### config.mk
export PLATFORM = sky130hd
export DESIGN_NAME = instr_fetch_unit
export DESIGN_NICKNAME = d
export VERILOG_FILES = /design/src/rtl/instr_fetch_unit.sv
export SDC_FILE = /design/constraint.sdc
export NUM_CORES = 1
export LEC_CHECK = 0
export CAP_MARGIN = 15
export CORE_ASPECT_RATIO = 1.25
export CORE_MARGIN = 2
export CORE_UTILIZATION = 44
export CTS_CLUSTER_SIZE = 12
export DETAILED_ROUTE_END_ITERATION = 8
export PLACE_DENSITY = 0.85
export SLEW_MARGIN = 20
export SYNTH_ARGS = -nofsm -noshare
export SYNTH_HDL_FRONTEND = slang
export SYNTH_SLANG_ARGS = --single-unit
### constraint.sdc
create_clock -name clk -period 1.76 [get_ports clk]
set_input_delay 0.352 -clock clk [delete_from_list [all_inputs] [get_ports clk]]
set_output_delay 0.352 -clock clk [all_outputs]
set_load 0.02 [all_outputs]
### src/rtl/instr_fetch_unit.sv
// -----------------------------------------------------------------------------
// instr_fetch_unit
//
// MIPS instruction fetch stage. It owns the program counter and issues
// word-aligned fetches to instruction memory over a req/ack handshake. Each
// returned word is captured in a one-entry output buffer that is handed to
// decode over a valid/ready handshake. Downstream branch/jump redirects
// override everything else. A request that a redirect has made stale is
// either completed and discarded (DROP) or dropped outright when the
// redirect target is misaligned, which halts the unit until reset.
//
// Ports
//   clk, rst_n        rising-edge clock, asynchronous active-low reset
//   imem_req/addr     fetch request and word-aligned byte address (registered)
//   imem_ack/rdata    memory completion and instruction word
//   redirect_valid/pc one-cycle redirect pulse and target address
//   out_valid/ready   output handshake toward decode
//   out_instr/pc/pc_plus4  buffered instruction, its address, address + 4
//   fault             sticky flag: a misaligned redirect was received
// -----------------------------------------------------------------------------
module instr_fetch_unit #(
    parameter logic [31:0] RESET_PC = 32'h0000_0000
) (
    input  logic        clk,
    input  logic        rst_n,
    output logic        imem_req,
    output logic [31:0] imem_addr,
    input  logic        imem_ack,
    input  logic [31:0] imem_rdata,
    input  logic        redirect_valid,
    input  logic [31:0] redirect_pc,
    output logic        out_valid,
    input  logic        out_ready,
    output logic [31:0] out_instr,
    output logic [31:0] out_pc,
    output logic [31:0] out_pc_plus4,
    output logic        fault
);

    typedef enum logic [2:0] {
        ST_IDLE  = 3'd0,
        ST_FETCH = 3'd1,
        ST_HOLD  = 3'd2,
        ST_DROP  = 3'd3,
        ST_HALT  = 3'd4
    } state_t;

    state_t      state_q, state_d;
    logic [31:0] pc_q, pc_d;
    logic [31:0] req_addr_q, req_addr_d;
    logic        req_q, req_d;
    logic        out_valid_q, out_valid_d;
    logic [31:0] out_instr_q, out_instr_d;
    logic [31:0] out_pc_q, out_pc_d;
    logic [31:0] out_pc_plus4_q, out_pc_plus4_d;
    logic        fault_q, fault_d;

    logic [31:0] req_addr_plus4_s;
    logic        redirect_s;
    logic        misaligned_s;

    // Wraps modulo 2^32 by construction.
    assign req_addr_plus4_s = req_addr_q + 32'd4;
    // HALT ignores redirects entirely.
    assign redirect_s       = redirect_valid && (state_q != ST_HALT);
    assign misaligned_s     = (redirect_pc[1:0] != 2'b00);

    // Next-state and datapath decode; redirect is evaluated ahead of the normal flow.
    always_comb begin
        state_d        = state_q;
        pc_d           = pc_q;
        req_addr_d     = req_addr_q;
        out_valid_d    = out_valid_q;
        out_instr_d    = out_instr_q;
        out_pc_d       = out_pc_q;
        out_pc_plus4_d = out_pc_plus4_q;
        fault_d        = fault_q;

        if (redirect_s) begin
            // Any buffered instruction is squashed, even if out_ready is high.
            out_valid_d = 1'b0;
            if (misaligned_s) begin
                // Outstanding request is abandoned; req drops with HALT.
                fault_d = 1'b1;
                state_d = ST_HALT;
            end else begin
                pc_d = redirect_pc;
                case (state_q)
                    ST_FETCH, ST_DROP: begin
                        if (imem_ack) begin
                            // Stale data completes this cycle: go straight to the target.
                            req_addr_d = redirect_pc;
                            state_d    = ST_FETCH;
                        end else begin
                            // Keep the stale address on the bus until memory acks it.
                            state_d = ST_DROP;
                        end
                    end
                    default: begin
                        req_addr_d = redirect_pc;
                        state_d    = ST_FETCH;
                    end
                endcase
            end
        end else begin
            case (state_q)
                ST_IDLE: begin
                    req_addr_d = pc_q;
                    state_d    = ST_FETCH;
                end
                ST_FETCH: begin
                    if (imem_ack) begin
                        out_instr_d    = imem_rdata;
                        out_pc_d       = req_addr_q;
                        out_pc_plus4_d = req_addr_plus4_s;
                        out_valid_d    = 1'b1;
                        pc_d           = req_addr_plus4_s;
                        state_d        = ST_HOLD;
                    end else begin
                        state_d = ST_FETCH;
                    end
                end
                ST_HOLD: begin
                    if (out_ready) begin
                        out_valid_d = 1'b0;
                        req_addr_d  = pc_q;
                        state_d     = ST_FETCH;
                    end else begin
                        state_d = ST_HOLD;
                    end
                end
                ST_DROP: begin
                    if (imem_ack) begin
                        req_addr_d = pc_q;
                        state_d    = ST_FETCH;
                    end else begin
                        state_d = ST_DROP;
                    end
                end
                ST_HALT: begin
                    state_d = ST_HALT;
                end
                default: begin
                    state_d = ST_IDLE;
                end
            endcase
        end

        // Request line is a function of the next registered state only.
        req_d = (state_d == ST_FETCH) || (state_d == ST_DROP);
    end

    // State and output registers.
    always_ff @(posedge clk or negedge rst_n) begin
        if (!rst_n) begin
            state_q        <= ST_IDLE;
            pc_q           <= RESET_PC;
            req_addr_q     <= RESET_PC;
            req_q          <= 1'b0;
            out_valid_q    <= 1'b0;
            out_instr_q    <= 32'h0000_0000;
            out_pc_q       <= 32'h0000_0000;
            out_pc_plus4_q <= 32'h0000_0000;
            fault_q        <= 1'b0;
        end else begin
            state_q        <= state_d;
            pc_q           <= pc_d;
            req_addr_q     <= req_addr_d;
            req_q          <= req_d;
            out_valid_q    <= out_valid_d;
            out_instr_q    <= out_instr_d;
            out_pc_q       <= out_pc_d;
            out_pc_plus4_q <= out_pc_plus4_d;
            fault_q        <= fault_d;
        end
    end

    assign imem_req     = req_q;
    assign imem_addr    = req_addr_q;
    assign out_valid    = out_valid_q;
    assign out_instr    = out_instr_q;
    assign out_pc       = out_pc_q;
    assign out_pc_plus4 = out_pc_plus4_q;
    assign fault        = fault_q;

endmodule

==> results.json, run 1 <==
{
  "drc": 0,
  "grt_max_degree": 48,
  "p_leak_nw": 5.92,
  "swShare_pct": 42.0,
  "start_util_pct": 44.9,
  "grtUsageTotal_pct": 25.0,
  "vdd_drop_max_mv": 1.02,
  "cap_violations": 0,
  "cts_tree": "built",
  "ys_types": 52,
  "critPathKind": "reg2reg",
  "routed_via_density": 5.34,
  "antenna_found_initial": 0,
  "max_freq_ghz": 0.545,
  "drt_iter0_markers": 471,
  "clock_skew_ps": 11.3,
  "hold_viol": 0,
  "fin_crit_sh_pct": 104,
  "rows": 52,
  "clkLatencyLatePin_ps": 430,
  "place_ws_ps": -319,
  "numCtsBuffers": 17,
  "seqPwrFrac_pct": 32.5,
  "violations": "setup timing",
  "min_period_ps": 1830,
  "root_buffer": "clkbuf_16",
  "grt_pass1_vias": 6978,
  "core_area_um2": 16100,
  "area.growth.synth_to_final_pct": 59.4,
  "rr_startpoint": "imem_addr[8]$_DFFE_PN0P_",
  "end_kind": "flop",
  "hold_path_class": "in2reg",
  "yosysWarnings": 0,
  "drt_wl_total_um": 24400,
  "tightestPinTransition_ps": 385,
  "place_congestion": 0.907,
  "regArea_um2": 4130,
  "drtAntennaViolNets": 0,
  "clockBufferDepth": 2,
  "critPathArrivalTime_ps": 2130,
  "slew_headroom_pct": 74.1,
  "first_pass_iters": 5,
  "p_sw_mw": 8.74,
  "ys.flop_type": "dfrtp_1",
  "die_w_um": 119,
  "setup_violations": 55,
  "clkPwrFrac_pct": 17.6,
  "multi_input_area_um2": 3240,
  "synth-edff-count": 0,
  "critPathMaxFanout": 4,
  "avgSynthCellArea_um2": 8.88,
  "design_area_um2": 11600,
  "dieArea_um2": 17500,
  "path_clk_slew_ps": 70,
  "rsz0062_at_grt": "true",
  "cp-start-kind": "flop",
  "grt_pass1_wl_um": 34800,
  "fin_ws_ps": -74.1,
  "wire_per_inst_um": 18.6,
  "die_y_um": 148,
  "maxSlewViolCount": 0,
  "synth_nets": 886,
  "finalPower_mw": 20.8,
  "worstSetupStartpoint": "imem_addr[8]$_DFFE_PN0P_",
  "seq_area_frac_synth_pct": 56.6,
  "run_status": "complete, but fails checks",
  "top_level_ports": 200,
  "power_density_nw_per_um2": 1800,
  "drive_above_1_share_pct": 21.4,
  "netlist_area_um2": 7250,
  "fillCellCount": 1119,
  "dpl.hpwl_um": 15300,
  "holdWs_ps": 382,
  "io_buffers": 199,
  "worstHoldStart": "redirect_valid",
  "synthArstFlopShare_pct": 100,
  "placed_area_um2": 10200,
  "cts.sinks": 164,
  "n_antenna_cell": 0,
  "h-tree-depth": 4,
  "grt_overflow": 0,
  "combPwrFrac_pct": 49.9,
  "fin_nets": 1155,
  "synth-seq-cells": 164,
  "syn-instance-count": 816,
  "cp_data_required_time_ps": 2060,
  "vias": 7020,
  "internal_power_mw": 12.1
}
registers in the layout, indices dropped and copies added, names as in the netlist:
| name | flops |
|---|---|
| imem_addr | 32 |
| out_instr | 32 |
| out_pc | 32 |
| pc_q | 32 |
| out_pc_plus4 | 30 |
| state_q | 3 |
| fault | 1 |
| imem_req | 1 |
| out_valid | 1 |
path summary, 6_finish.rpt:
path / endpoint / slack [ps] / depth (start not counted)
hold / removal: out_valid$_DFFE_PN0P_ / 380 / 2
setup reg to reg: pc_q[28]$_DFFE_PN0P_ / -70 / 5
min in group asynchronous: out_pc_plus4[7]$_DFFE_PN0P_ / 400 / 2
hold reg to reg: out_pc[14]$_DFFE_PN0P_ / 460 / 2
max in group asynchronous: imem_addr[6]$_DFFE_PN0P_ / 750 / 3
setup / recovery: pc_q[28]$_DFFE_PN0P_ / -70 / 5
cells in the final DEF, fill, tap and decap left out, types with 4 or more instances in the layout:
cell type | netlist | layout
o21ai_0 | 38 | 17
inv_6 | 0 | 5
buf_6 | 0 | 12
nand2_2 | 0 | 21
dfrtp_1 | 164 | 146
clkbuf_16 | 0 | 25
o21a_1 | 5 | 4
nor2_1 | 41 | 40
a31oi_1 | 33 | 33
o21ai_1 | 7 | 27
dlygate4sd2_1 | 0 | 75
nand2_1 | 339 | 305
xnor2_1 | 17 | 15
clkinvlp_4 | 0 | 4
nand2_4 | 0 | 13
a21boi_1 | 0 | 4
a21oi_1 | 6 | 6
buf_4 | 4 | 64
xor2_1 | 10 | 6
a22oi_1 | 8 | 4
nand3_1 | 9 | 8
dfrtp_2 | 0 | 18
clkdlybuf4s50_1 | 0 | 68
nand4_1 | 9 | 9
a21boi_0 | 9 | 5
xor2_2 | 0 | 4
dlymetal6s2s_1 | 0 | 53
nor3_1 | 9 | 6
buf_12 | 0 | 24
a22oi_2 | 0 | 4
area by class of cell:
class / instances / share of cell area, %
Timing Repair Buffer: 308 / 28.9
Inverter: 2 / 0.0650
Clock buffer: 17 / 3.68
Multi-Input combinational cell: 592 / 28.1
Clock inverter: 15 / 1.26
Sequential cell: 164 / 35.7
Tap cell: 216 / 2.34
Yosys cell counts (all sizes together) (8+ instances only):
cell type / n / area (um2)
nand3: 12 / 82.6
xnor2: 17 / 149
nand2: 339 / 1270
a22oi: 8 / 60.1
nor2: 41 / 154
dfrtp: 164 / 4100
buf: 22 / 118
clkbuf: 36 / 138
nand4: 9 / 56.3
nor3: 9 / 45.0
xor2: 10 / 87.6
a21boi: 9 / 67.6
o21ai: 45 / 225
a31oi: 33 / 206
metrics by stage:
stage	cells	utilization (%)	TNS, ps
global placement	1257	63.2	-28290
finish	1314	71.6	-1440
detailed placement	1257	63.2	-36900
floorplan	816	-	-42.2
CTS	1291	66.5	-205
global route	1314	71.6	-6470
kinds of logic (layout without fill, tap and decap cells):
group,count (synthesis),count (layout),synth area share [%]
AOI/OAI and AO/OA,128,128,11.1
xor gates and xnor gates,27,27,3.26
adders and majority gates,1,1,0.173
buffers and inverters,60,342,3.62
DFF,164,164,56.6
muxes,1,1,0.138
and+or+nand+nor,435,435,25.1
repair_timing:
item,in CTS,in global routing
hold endpoints to repair,30,0
gates resized for setup,86,162
hold buffers,1,0
pin swaps,2,61
gates cloned,0,10
endpoints found under the setup margin,88,119
setup buffers,1,13
power by group through the flow:
stage                     registers, mW  clock network (mW)  logic, mW
after global placement             6.62                   0       9.91
final                              6.77                3.65       10.4
after CTS                          6.62                3.70       9.68
after floorplan                    8.50                   0       3.30
after detailed placement           6.69                   0       10.2
after global routing               6.97                3.86       11.2
worst max-delay path, cell delays in order, from the launching register on:
cell and delay [ps]:
dfrtp_1 420, nand4_1 180, or4_4 550, nor3_4 170, mux2i_2 270, o211ai_1 110
metal layers:
layer  vias to the layer above  track usage [%]  wire length [um]
met4                         0             10.4              1010
met3                        69             5.17              1490
li1                       3240                -                 -
met5                         -                0                 0
met2                       307             44.2             12500
met1                      3404             29.5              9340
No activity file was read; power rests on OpenSTA's default activity.
==> inputs of run 2 (changes only) <==
- CTS_CLUSTER_SIZE: 12 -> default
==> results of run 2 <==
Same layout as run 1: the final DEF is identical, and so are final timing and power.
==> inputs of run 3 (changes only) <==
- CORE_MARGIN: 2 -> 4
- REMOVE_ABC_BUFFERS: default -> 1
==> run 3 against run 2 <==
Net effect:
- the flow still finishes with violations (setup timing)
- critical path depth rose by 2
- non-clock buffer count rose by 9
- critical path type unchanged
- design area rose by 1.4%
- combinational power rose by 6%
- via count rose by 0.87%
- count of clock-buffer cells in the layout rose by 8
- fmax fell by 3.2%
- highest routed layer unchanged
- power rose by 3.2%
- sequential power fell by 2%
- first-iteration DRC count rose by 24%
- flip-flop and latch count did not move
==> results.json, run 3 (synthesis gave the netlist of run 1 again) <==
{
  "n_antenna_cell": 0,
  "clock_skew_ps": 5.92,
  "grt_pass1_vias": 6865,
  "h-tree-depth": 4,
  "hold_path_class": "in2async",
  "final_cell_mix": "336 x nand2_1, 164 x dfrtp_1, 79 x buf_4",
  "antenna_found_initial": 0,
  "die_y_um": 152,
  "p_leak_nw": 6.14,
  "utilization_pct": 72.3,
  "max_freq_ghz": 0.528,
  "rows": 52,
  "dpl.hpwl_um": 15000,
  "critPathArrivalTime_ps": 2200,
  "cp-start-kind": "flop",
  "worstSetupStartpoint": "state_q[1]$_DFF_PN0_",
  "crit_chain": "buf_6, and3b_2, o21bai_1, a21o_4, buf_12, a22oi_1, o21ai_1",
  "grtUsageTotal_pct": 23.7,
  "clockBufferDepth": 2,
  "fin_nets": 1164,
  "core_area_um2": 16200,
  "cts_tree": "built",
  "layout.cells.non_filler": 1322,
  "drive_above_1_share_pct": 21.1,
  "hold_viol": 0,
  "cp_top_family": "compound AO/OA/AOI/OAI gates",
  "cts.sinks": 164,
  "grt_max_degree": 64,
  "drtAntennaViolNets": 0,
  "final_common_cell": "nand2_1",
  "critPathMaxFanout": 6,
  "tightestPinTransition_ps": 399,
  "drt_iter0_markers": 583,
  "root_buffer": "clkbuf_16",
  "power_density_nw_per_um2": 1830,
  "fin_tns_setup_ps": -1030,
  "min_period_ps": 1900,
  "r2r-end": "pc_q[27]$_DFFE_PN0P_",
  "critPathBufInv": 2,
  "drt_wl_total_um": 24700,
  "design_area_um2": 11700,
  "area.growth.synth_to_final_pct": 61.6,
  "fin_ws_ps": -136,
  "critPathSlowestCell": "dfrtp_1",
  "setup_violations": 23,
  "rrSetupSlack_ps": -140,
  "start_util_pct": 44.7,
  "dieArea_um2": 18600,
  "vdd_drop_max_mv": 0.936,
  "first_pass_iters": 6,
  "maxSlewViolCount": 0,
  "cp_data_required_time_ps": 2060,
  "violations": "setup timing",
  "wire_per_inst_um": 18.7,
  "numCtsBuffers": 17,
  "holdWs_ps": 357,
  "top_level_ports": 200,
  "routed_via_density": 5.36,
  "grt_pass1_wl_um": 34600,
  "critPathKind": "reg2reg",
  "rr_startpoint": "state_q[1]$_DFF_PN0_",
  "cap_violations": 0,
  "max_stage_delay_ps": 440,
  "placed_area_um2": 10100,
  "run_status": "complete, but fails checks",
  "end_kind": "flop",
  "drc": 0,
  "die_w_um": 123,
  "place_congestion": 0.875,
  "rsz0062_at_grt": "true",
  "slew_headroom_pct": 73.4,
  "dp.cells": 1262,
  "path_clk_slew_ps": 60,
  "io_buffers": 199,
  "vias": 7081,
  "clkLatencyLatePin_ps": 430,
  "fin_crit_sh_pct": 108,
  "rr_worst_depth": 7,
  "grt_overflow": 0
}
run 3: through the flow:
step                      setup slack, ps  power, mW
after floorplan                     -3530       11.4
after global placement               -301       16.4
after detailed placement             -391       16.8
after CTS                            -126       20.3
after global routing                 -168       22.7
final                                -136       21.5
run 3: cell type report:
type	instances	area [um2]
Clock inverter	6	91.3
Multi-Input combinational cell	592	3370
Inverter	2	7.51
Timing Repair Buffer	317	3350
Tap cell	216	270
Sequential cell	164	4100
Clock buffer	25	515
Fill cell	1064	4490
run 3: power by group:
part | internal [mW] | leakage [nW] | total [mW] | switching [mW]
clock network | 2.31 | 0.288 | 3.81 | 1.50
registers | 5.53 | 2.01 | 6.62 | 1.09
logic | 4.85 | 3.85 | 11.0 | 6.19
run 3: per-layer routing:
metal	global-route usage [%]	wire, um
met5	0	0
met4	7.62	844
met3	5.94	2050
met2	41.8	12500
met1	28.5	9300
run 3: worst max path at each step:
stage | endpoint | slack [ps] | depth (start not counted)
6_report | pc_q[27]$_DFFE_PN0P_ | -140 | 7
5_1_grt | pc_q[28]$_DFFE_PN0P_ | -170 | 6
4_1_cts | pc_q[28]$_DFFE_PN0P_ | -130 | 6
3_5_place_dp | pc_q[21]$_DFFE_PN0P_ | -390 | 6
3_3_place_gp | pc_q[3]$_DFFE_PN0P_ | -300 | 7
2_1_floorplan | pc_q[18]$_DFFE_PN0P_ | -3530 | 3
run 3: worst register-to-register path, delay by kind of cell, from the launching register on:
family	cells	cell delay [ps]
and+or+nand+nor	1	280
AOI/OAI and AO/OA	4	760
buffers and inverters	2	300
DFF	1	440
run 3: timing repair:
item / CTS / global route
cloned: 0 / 10
endpoints found under the hold margin: 23 / 0
hold buffers: 1 / 0
endpoints found under the setup margin: 82 / 138
buffers inserted: 2 / 16
gates resized for setup: 76 / 194
pin swaps: 6 / 33
